**src/rtl/uart_pkg.sv**
```systemverilog
// Shared UART types: frame configuration encodings, transmitter FSM states and
// a parity helper used by the serialiser.
package uart_pkg;

  localparam int unsigned UART_OVERSAMPLE = 16;

  typedef enum logic [1:0] {DBIT5 = 2'd0, DBIT6 = 2'd1, DBIT7 = 2'd2, DBIT8 = 2'd3} uart_data_lenght_t;
  typedef enum logic {STOP1 = 1'b0, STOP2 = 1'b1} uart_stop_bits_t;
  typedef enum logic {EVEN = 1'b0, ODD = 1'b1} uart_parity_mode_t;

  typedef enum logic [2:0] {IDLE, FETCH, START, DATA, PARITY, STOP} uart_tx_state_t;

  function automatic logic [7:0] data_mask(input uart_data_lenght_t len);
    case (len)
      DBIT5:   return 8'h1F;
      DBIT6:   return 8'h3F;
      DBIT7:   return 8'h7F;
      default: return 8'hFF;
    endcase
  endfunction

  // High bits beyond the configured length never reach the line, so they are
  // excluded from the parity as well.
  function automatic logic parity_bit(input logic [7:0] data, input uart_data_lenght_t len,
                                      input uart_parity_mode_t mode);
    return (^(data & data_mask(len))) ^ (mode == ODD);
  endfunction

endpackage

```
**src/rtl/uart_transmitter_if.sv**
```systemverilog
// Link between the transmitter and the register block's TX buffer.
// Pop handshake: tx_fetch_o is a 1-cycle strobe that pops one byte at the
// rising edge it is sampled on; it is only raised while tx_empty_i=0, and the
// popped byte is on tx_data_i during the following cycle.
interface uart_transmitter_if;
  logic [7:0] tx_data_i;
  logic       tx_empty_i;
  logic       tx_fetch_o;

  modport master (output tx_fetch_o, input tx_data_i, input tx_empty_i);
  modport slave  (input tx_fetch_o, output tx_data_i, output tx_empty_i);
endinterface

```
**src/rtl/baud_rate_generator.sv**
```systemverilog
// Oversampling tick source: one tick every divider_i+1 clocks while not cleared.
// Shared between the UART transmitter and receiver.
module baud_rate_generator (
  input  logic        clk_i,
  input  logic        rst_i,
  input  logic        clear_i,
  input  logic [14:0] divider_i,
  output logic        tick_o
);

  logic [14:0] r_cnt;

  // >= rather than == so a divider lowered mid-count still produces a tick.
  assign tick_o = !clear_i && (r_cnt >= divider_i);

  always_ff @(posedge clk_i) begin
    if (rst_i || clear_i || tick_o) r_cnt <= '0;
    else                            r_cnt <= r_cnt + 15'd1;
  end

endmodule

```
**src/rtl/uart_transmitter.sv**
```systemverilog
// UART serialiser: pops bytes from the TX buffer and frames them as start,
// 5-8 data bits LSB-first, optional parity and 1/2 stop bits on tx_o.
module uart_transmitter
  import uart_pkg::*;
#(
  parameter int unsigned OVERSAMPLE = UART_OVERSAMPLE
) (
  input  logic                 clk_i,
  input  logic                 rst_i,
  input  logic                 tx_enable_i,
  input  logic                 flow_control_i,
  input  logic                 cts_n_i,
  input  uart_data_lenght_t    data_lenght_i,
  input  uart_stop_bits_t      stop_bits_i,
  input  uart_parity_mode_t    parity_mode_i,
  input  logic                 parity_enable_i,
  input  logic [14:0]          divider_i,
  uart_transmitter_if.master   bus,
  output logic                 tx_o,
  output logic                 tx_done_o,
  output logic                 busy_o,
  output uart_tx_state_t       state_o
);

  localparam int unsigned TICK_W = (OVERSAMPLE > 1) ? $clog2(OVERSAMPLE) : 1;
  localparam logic [TICK_W-1:0] LAST_TICK = TICK_W'(OVERSAMPLE - 1);

  uart_tx_state_t    r_state, w_state_next;
  logic              r_cts_meta, r_cts_sync;
  logic              w_ok_to_send, w_start, w_fetch;
  logic              w_tick, w_baud_clear, w_bit_done;
  logic [TICK_W-1:0] r_tick_num;
  logic [2:0]        r_bit_cnt, w_bit_cnt_next;
  logic [7:0]        r_shift, w_shift_next;
  uart_data_lenght_t r_len;
  uart_stop_bits_t   r_stop;
  logic              r_par_en, r_par;
  logic              r_tx, w_tx_next;
  logic              r_done, w_done_next;

  always_ff @(posedge clk_i) begin
    if (rst_i) begin
      r_cts_meta <= 1'b1;
      r_cts_sync <= 1'b1;
    end else begin
      r_cts_meta <= cts_n_i;
      r_cts_sync <= r_cts_meta;
    end
  end

  assign w_ok_to_send = !flow_control_i || !r_cts_sync;
  assign w_start      = tx_enable_i && !bus.tx_empty_i && w_ok_to_send;

  // Divider is held cleared until the start bit so every frame is phase-aligned.
  assign w_baud_clear = (r_state == IDLE) || (r_state == FETCH);

  baud_rate_generator u_baud (
    .clk_i     (clk_i),
    .rst_i     (rst_i),
    .clear_i   (w_baud_clear),
    .divider_i (divider_i),
    .tick_o    (w_tick)
  );

  assign w_bit_done = w_tick && (r_tick_num == LAST_TICK);

  always_comb begin
    w_state_next   = r_state;
    w_fetch        = 1'b0;
    w_done_next    = 1'b0;
    w_shift_next   = r_shift;
    w_bit_cnt_next = r_bit_cnt;
    case (r_state)
      IDLE: begin
        if (w_start) begin
          w_fetch      = 1'b1;
          w_state_next = FETCH;
        end
      end
      FETCH: begin
        w_shift_next = bus.tx_data_i;
        w_state_next = START;
      end
      START: begin
        if (w_bit_done) begin
          w_bit_cnt_next = '0;
          w_state_next   = DATA;
        end
      end
      DATA: begin
        if (w_bit_done) begin
          w_shift_next = r_shift >> 1;
          if (r_bit_cnt == (3'd4 + {1'b0, r_len})) begin
            w_bit_cnt_next = '0;
            w_state_next   = r_par_en ? PARITY : STOP;
          end else begin
            w_bit_cnt_next = r_bit_cnt + 3'd1;
          end
        end
      end
      PARITY: begin
        if (w_bit_done) begin
          w_bit_cnt_next = '0;
          w_state_next   = STOP;
        end
      end
      STOP: begin
        if (w_bit_done) begin
          if ((r_stop == STOP2) && (r_bit_cnt == 3'd0)) begin
            w_bit_cnt_next = 3'd1;
          end else begin
            w_done_next = 1'b1;
            if (w_start) begin
              w_fetch      = 1'b1;
              w_state_next = FETCH;
            end else begin
              w_state_next = IDLE;
            end
          end
        end
      end
      default: w_state_next = IDLE;
    endcase

    // tx_o is registered, so its next level follows the next state.
    case (w_state_next)
      START:   w_tx_next = 1'b0;
      DATA:    w_tx_next = w_shift_next[0];
      PARITY:  w_tx_next = r_par;
      default: w_tx_next = 1'b1;
    endcase
  end

  always_ff @(posedge clk_i) begin
    if (rst_i) begin
      r_state    <= IDLE;
      r_tick_num <= '0;
      r_bit_cnt  <= '0;
      r_shift    <= '0;
      r_tx       <= 1'b1;
      r_done     <= 1'b0;
    end else begin
      r_state    <= w_state_next;
      r_bit_cnt  <= w_bit_cnt_next;
      r_shift    <= w_shift_next;
      r_tx       <= w_tx_next;
      r_done     <= w_done_next;
      if (w_baud_clear || w_bit_done) r_tick_num <= '0;
      else if (w_tick)                r_tick_num <= r_tick_num + 1'b1;
    end
  end

  always_ff @(posedge clk_i) begin
    if (rst_i) begin
      r_len    <= DBIT8;
      r_stop   <= STOP1;
      r_par_en <= 1'b0;
      r_par    <= 1'b0;
    end else if (r_state == FETCH) begin
      r_len    <= data_lenght_i;
      r_stop   <= stop_bits_i;
      r_par_en <= parity_enable_i;
      r_par    <= parity_bit(bus.tx_data_i, data_lenght_i, parity_mode_i);
    end
  end

  assign bus.tx_fetch_o = w_fetch;
  assign tx_o           = r_tx;
  assign tx_done_o      = r_done;
  assign busy_o         = (r_state != IDLE);
  assign state_o        = r_state;

endmodule
```
**src/flat_wrapper.sv**
```systemverilog
// flat-port wrapper written by rule: the top's interface ports become plain ports
module uart_transmitter_flat import uart_pkg::*;
#(
  parameter int unsigned OVERSAMPLE = UART_OVERSAMPLE
)
  (clk_i, rst_i, tx_enable_i, flow_control_i, cts_n_i, data_lenght_i, stop_bits_i, parity_mode_i, parity_enable_i, divider_i, tx_o, tx_done_o, busy_o, state_o, bus_tx_fetch_o, bus_tx_data_i, bus_tx_empty_i);
  uart_transmitter_if bus_i ();
  input  logic clk_i;
  input  logic rst_i;
  input  logic tx_enable_i;
  input  logic flow_control_i;
  input  logic cts_n_i;
  input  uart_data_lenght_t data_lenght_i;
  input  uart_stop_bits_t stop_bits_i;
  input  uart_parity_mode_t parity_mode_i;
  input  logic parity_enable_i;
  input  logic [14:0] divider_i;
  output logic tx_o;
  output logic tx_done_o;
  output logic busy_o;
  output uart_tx_state_t state_o;
  output wire logic [$bits(bus_i.tx_fetch_o)-1:0] bus_tx_fetch_o;
  input wire logic [$bits(bus_i.tx_data_i)-1:0] bus_tx_data_i;
  input wire logic [$bits(bus_i.tx_empty_i)-1:0] bus_tx_empty_i;
  assign bus_tx_fetch_o = bus_i.tx_fetch_o;
  assign bus_i.tx_data_i = bus_tx_data_i;
  assign bus_i.tx_empty_i = bus_tx_empty_i;
  uart_transmitter #(.OVERSAMPLE(OVERSAMPLE)) u_core (.clk_i(clk_i), .rst_i(rst_i), .tx_enable_i(tx_enable_i), .flow_control_i(flow_control_i), .cts_n_i(cts_n_i), .data_lenght_i(data_lenght_i), .stop_bits_i(stop_bits_i), .parity_mode_i(parity_mode_i), .parity_enable_i(parity_enable_i), .divider_i(divider_i), .bus(bus_i), .tx_o(tx_o), .tx_done_o(tx_done_o), .busy_o(busy_o), .state_o(state_o));
endmodule
```
**config.mk**
```make
export PLATFORM = sky130hd
export DESIGN_NAME = uart_transmitter_flat
export DESIGN_NICKNAME = d
export VERILOG_FILES = /design/src/rtl/uart_pkg.sv /design/src/rtl/uart_transmitter_if.sv /design/src/rtl/baud_rate_generator.sv /design/src/rtl/uart_transmitter.sv /design/src/flat_wrapper.sv
export SDC_FILE = /design/constraint.sdc
export NUM_CORES = 1
export LEC_CHECK = 0
export BUFFER_PORTS_ARGS = -buffer_cell sky130_fd_sc_hd__clkbuf_2
export CORE_MARGIN = 2
export CORE_UTILIZATION = 56
export CTS_CLUSTER_DIAMETER = 120
export DETAILED_ROUTE_END_ITERATION = 10
export PLACE_DENSITY_LB_ADDON = 0.3
export SLEW_MARGIN = 20
export SYNTH_ARGS = -nofsm -noshare
export SYNTH_HDL_FRONTEND = slang
export SYNTH_SLANG_ARGS = --single-unit
```
**constraint.sdc**
```tcl
create_clock -name clk_i -period 3.09 [get_ports clk_i]
set_clock_uncertainty 0.15 [all_clocks]
set_input_delay 0.309 -clock clk_i [delete_from_list [all_inputs] [get_ports clk_i]]
set_output_delay 0.309 -clock clk_i [all_outputs]
set_load 0.02 [all_outputs]
```
==> Yosys cells after proc, flatten, opt, wreduce, memory -nomap -nowiden <==
Index checks and enable logic that the tools add are counted.
{ "op_classes": {"add_sub_neg": 4, "mul": 0, "n_div": 0, "magnitude_cmp": 1, "eq_ne": 16, "n_shift": 0, "mux": 27, "bitwise": 4, "reduce_logical": 26} }
{ "op_table": {"columns": ["operator", "n"], "rows": [
  ["$mux 3", 12],
  ["$mux 8", 3],
  ["$pmux 8 s3", 1],
  ["$pmux 3 s6", 1],
  ["$pmux 8 s2", 1],
  ["$add 15x1->15 const B", 1],
  ["$ge 15x15->1", 1],
  ["$eq 3x2->1 const B", 4],
  ["$eq 3x3->1 const B", 3],
  ["$pmux 3 s3", 1],
  ["$and 8x8->8", 1],
  ["$ne 2x1->1 const B", 4],
  ["$reduce_xor 8->1", 1],
  ["$logic_not 3->1", 2],
  ["$mux 1", 6],
  ["$reduce_bool 3->1", 2],
  ["$logic_and 1x1->1", 5],
  ["$logic_or 1x1->1", 5],
  ["$reduce_and 5->1", 1],
  ["$add 4x1->4 const B", 1],
  ["$eq 4x4->1 const B", 1],
  ["$logic_not 1->1", 4],
  ["$reduce_or 2->1", 2],
  ["$add 3x1->3 const B", 1],
  ["other kinds (13)", 14]
]} }
{ "word_totals": {"reg_bits": 42, "latchBits": 0, "ram_bits": 0, "romBits": 0, "wordCells": 92, "n_memories": 0} }

==> Longest topological paths before layout <==
{ "depth": {"ltp_word": 9, "depth_mapped": 11} }

==> Modules after synthesis <==
From an unflattened synthesis, not the netlist that was laid out.
{ "hier_totals": {"hier_cells": 273, "hier_area_um2": 2329.7} }
{ "modules_own_cells": {"columns": ["mod", "n_inst", "cells_per_inst", "area_each_um2", "seq_area_each_um2"], "rows": [
  ["uart_transmitter", 1, 148, 1317.5, 540.5],
  ["baud_rate_generator", 1, 125, 1012.2, 300.3]
]} }

==> Worst setup path after synthesis <==
No wires, ideal clock.
{ "synth_path": {"kind": "reg-to-output", "start": "register u_core.u_baud.r_cnt[5]", "end": "output port bus_tx_fetch_o", "arrival_time_ns": 2.778, "path_slack_ns": -0.147, "stages_incl_launch_ff": 10, "path_buffers": 1, "path_cell_list": "dfxtp_1 ha_1 and4_1 o21ai_1 o221ai_1 a211o_2 and4_4 buf_6 nand2_1 a2111oi_0"} }
{ "synth_between": {"elab_chain_len": 5} }
{ "synth_rtl": {"columns": ["item", "line_no", "rtl"], "rows": [
  ["from (decl)", "baud_rate_generator.sv:11", "logic [14:0] r_cnt;"],
  ["from (signal assigned)", "baud_rate_generator.sv:18", "else r_cnt <= r_cnt + 15'd1;"],
  ["$ge 15x15->1", "baud_rate_generator.sv:14", "assign tick_o = !clear_i && (r_cnt >= divider_i);"],
  ["$logic_and 1x1->1", "baud_rate_generator.sv:14", null],
  ["$logic_and 1x1->1", "uart_transmitter.sv:65", "assign w_bit_done = w_tick && (r_tick_num == LAST_TICK);"],
  ["$mux 1", "uart_transmitter.sv:108", "if (w_bit_done) begin"],
  ["$pmux 1 s2", "uart_transmitter.sv:73", "case (r_state)"],
  ["to (decl)", "flat_wrapper.sv:22", "output wire logic [$bits(bus_i.tx_fetch_o)-1:0] bus_tx_fetch_o;"]
]} }
Every way passes these cells.

==> Worst setup path after layout <==
Ends and elaborated chain as after synthesis.

==> parameters.txt <==
Parameter                              Value

Clock network
  Clock slew at reported path FFs ... approximately 0.07 ns
  Deepest clock path buffer count ... 2
  CTS Buf Count ... 5
  Number of sinks driven by the clock tree ... 42
  Total number of H-tree levels ... 2
  CTS tree ... yes
  CTS root buf ... sky130_fd_sc_hd__clkbuf_8
  Clock insertion delay at the later pin of the skew report ... 0.29 ns

Routing
  Post-DR vias/cell ... 5.378
  Drt first-iter violations ... 145
  Post-DR wirelength/cell ... between 10 and 15 um
  Number of nets with antenna violations after routing ... 0
  Post-detailed-route DRC marker count ... 0
  Final wirelength ... 4441 um
  Number of vias in the routed layout ... about 2000
  Drt first pass iters ... 4

Synthesis
  Flip-flop and latch count after synthesis ... 42
  Area share of the largest cell type after synthesis ... 0.3582
  Top-count cell post-synth ... sky130_fd_sc_hd__nor2_1
  Per-instance average area after synthesis ... between 8 and 9 um2
  Number of enable-type register cells in the synthesized netlist ... 0
  Fraction of the yosys area taken by sequential cells ... 0.3582
  Most area-hungry cell type in the Yosys netlist ... sky130_fd_sc_hd__dfxtp_1
  Number of distinct library cells after synthesis ... 45
  Mapped Area ... 2347 um2
  Share of synthesized flip-flops with an asynchronous set or reset ... 0
  Count of synthesis-stage warnings from yosys ... 0
  Most area-consuming cells after synthesis ... sky130_fd_sc_hd__dfxtp_1 36%, sky130_fd_sc_hd__ha_1 10%, sky130_fd_sc_hd__nor2_1 8.0%
  Post-Synthesis Cells ... roughly 280
  Commonest cells post-synth ... 50 x sky130_fd_sc_hd__nor2_1, 42 x sky130_fd_sc_hd__dfxtp_1, 23 x sky130_fd_sc_hd__inv_1
  Post-Syn Nets ... 332
  Most frequently used flop master after synthesis ... sky130_fd_sc_hd__dfxtp_1

Worst hold path
  Endpoint of the worst hold path ... u_core.r_cts_meta
  Min-Delay Path Class ... primary input to register
  Worst hold start ... cts_n_i
  Hold Path Stages ... 2

Timing
  Max-slew headroom ... 0.4615
  WHS ... 0.06081 ns
  Fmax ... ~0.35 GHz
  Final worst path period need ... roughly 2.9 ns
  Setup WS post-layout ... 0.2027 ns
  Number of failing setup endpoints in the final timing report ... 0
  Final Hold Viols ... 0
  Final-report max-slew violation count ... 0
  Slew at the pin closest to its max-slew limit ... 0.8066 ns
  Setup repair after global routing missed its margin ... false
  Final worst path period share ... 0.9344
  Total negative setup slack ... 0 ns

Final layout
  Share of final-layout standard cells stronger than drive strength 1 ... 0.1950
  Total inserted antenna cells ... 0
  Total Nets Final ... 371
  Final instance area ... ~2700 um2
  Post-synthesis to final-layout area growth ... 15.56%

Pwr
  Total power divided by cell area ... 407.1 nW/um2
  Flop pwr share ... 0.507
  LEAKAGE ... between 1 and 1.5 nW
  Portion of total power attributed to the clock network ... 0.391
  Switching part of the total ... 0.2156
  Net switching power of the design ... ~0.00024 W
  Peak ir drop on the vdd network ... 339.6 uV
  Internal Pwr Total ... 0.0008662 W
  Logic pwr share ... 0.103

Global routing
  Global-route wire length before repair ... about 7100 um
  Antenna violations before repair ... 0
  Overall routing resource usage ... 0.1997
  Total global routing overflow ... 0
  Largest net degree at the start of global routing ... 27
  Via count of the first global-routing pass ... around 1700

Worst setup path
  Capturing element type of the critical path ... output pin
  R2R Setup Slk ... 0.40 ns
  Arrival time of data at the critical path endpoint ... 2.43 ns
  Worst EP required ... 2.63 ns
  Class of the most critical setup path ... register to output pin
  Capture instance of the worst register-to-register path ... u_core.r_shift[6]
  Critical-path maximum fanout ... 6
  Cells on worst reg2reg path ... 11
  Startpoint type of the worst setup path ... register
  Crit Reg-Reg Startpoint ... u_core.u_baud.r_cnt[0]

Placement
  Final Wtd Congestion ... 0.8430
  Placement Cell Area ... 2569 um2
  Detailed-placement wirelength estimate ... 3304 um
  Number of buffers added on ports ... 40
  Place WS ... 0.2458 ns

Die
  Die footprint ... 4725 um2
  Chip Width ... 68.74 um
  Cell row count ... 23
  Number of primary I/O pins ... 41
  Floorplan die height ... 68.74 um
  Initial core utilization ... 0.5826
  Area inside the core boundary ... 4029 um2

Status
  Status ... finished clean

Flow run
  Maximum capacitance violations ... 0
-- layer usage --
| layer | GRT usage | up-vias | part of all wire |
|---|---|---|---|
| met5 | 0 | - | 0 |
| met1 | 0.2508 | 878 | 0.46 |
| li1 | - | 1040 | - |
| met4 | 0.05882 | 0 | 0.011 |
| met3 | 0.05195 | 7 | 0.058 |
| met2 | 0.3365 | 54 | 0.47 |
-- power groups by stage --
stage	combinational [W]	clock, W	sequential [W]
floorplan	0.0000756	0	0.000570
global placement	0.000110	0	0.000572
detailed placement	0.000112	0	0.000572
CTS	0.000113	0.000443	0.000559
global route	0.000128	0.000466	0.000561
finish	0.000113	0.000431	0.000560
-- worst max-delay path by stage --
stage	startpoint	endpoint	slack, ns
floorplan	u_core.u_baud.r_cnt[5]	bus_tx_fetch_o	0.1
global placement	divider_i[6]	bus_tx_fetch_o	0.24
detailed placement	divider_i[6]	bus_tx_fetch_o	0.25
CTS	u_core.u_baud.r_cnt[5]	bus_tx_fetch_o	0.09
global route	u_core.u_baud.r_cnt[6]	bus_tx_fetch_o	0.04
finish	u_core.u_baud.r_cnt[5]	bus_tx_fetch_o	0.20
-- registers in the layout (all words and copies together) (netlist names) --
name,count
u_core.r_cts_sync,1
u_core.r_stop,1
u_core.r_shift,8
u_core.u_baud.r_cnt,15
u_core.r_len,2
u_core.state_o,3
u_core.r_tick_num,4
u_core.tx_o,1
u_core.tx_done_o,1
u_core.r_par_en,1
u_core.r_cts_meta,1
u_core.r_par,1
u_core.r_bit_cnt,3
-- worst max-delay path, cell delays in order (launching register included) --
cell and delay (ns):
sky130_fd_sc_hd__dfxtp_1 0.37, sky130_fd_sc_hd__ha_1 0.31, sky130_fd_sc_hd__and4_1 0.19, sky130_fd_sc_hd__o21ai_1 0.06
sky130_fd_sc_hd__o221ai_1 0.19, sky130_fd_sc_hd__a211o_2 0.19, sky130_fd_sc_hd__and4_4 0.24, sky130_fd_sc_hd__nand2_2 0.09
sky130_fd_sc_hd__a2111oi_4 0.30, sky130_fd_sc_hd__buf_4 0.19
-- placed cells by master, fill, tap and decap left out, types with 5 or more instances in the layout --
cell type,netlist,layout
sky130_fd_sc_hd__nor2_1,50,50
sky130_fd_sc_hd__a21oi_1,12,12
sky130_fd_sc_hd__xnor2_1,15,15
sky130_fd_sc_hd__inv_1,23,23
sky130_fd_sc_hd__a211oi_1,7,7
sky130_fd_sc_hd__mux2i_1,5,5
sky130_fd_sc_hd__nand2_1,15,14
sky130_fd_sc_hd__clkbuf_2,0,39
sky130_fd_sc_hd__xor2_1,10,10
sky130_fd_sc_hd__ha_1,19,19
sky130_fd_sc_hd__clkbuf_8,0,6
sky130_fd_sc_hd__dfxtp_1,42,41
sky130_fd_sc_hd__nand3_1,10,10
sky130_fd_sc_hd__o22ai_1,6,6
sky130_fd_sc_hd__nand4_1,7,7
-- area by class of cell --
class / instances / area [um2]
multi-input combinational: 205 / 1399
clock buffer: 6 / 82.58
tap: 50 / 62.56
sequential: 42 / 842.1
inverter: 23 / 86.33
fill: 335 / 1316
clock inverter: 1 / 30.03
timing repair buffer: 41 / 210.2
-- kinds of logic after synthesis --
family          synth area share
fa+ha+maj                 0.1013
compound gates            0.1434
xor+xnor                 0.09328
buf+inv                  0.05490
flops                     0.3582
simple gates              0.2212
mux                      0.02772
-- stage by stage --
step | power, W | std cells | utilization
2_1_floorplan | 0.0006457 | 279 | -
3_3_place_gp | 0.0006816 | 360 | 0.6376
3_5_place_dp | 0.0006838 | 360 | 0.6376
4_1_cts | 0.001115 | 368 | 0.6693
5_1_grt | 0.001154 | 368 | 0.6733
6_report | 0.001104 | 368 | 0.6733
-- repair_timing --
item,CTS,global route
endpoints found under the setup margin,1,1
hold buffers,0,0
buffers inserted,1,0
pin swaps,0,1
gates resized for setup,2,4
Note: power is estimated with default switching activity, not from simulation.
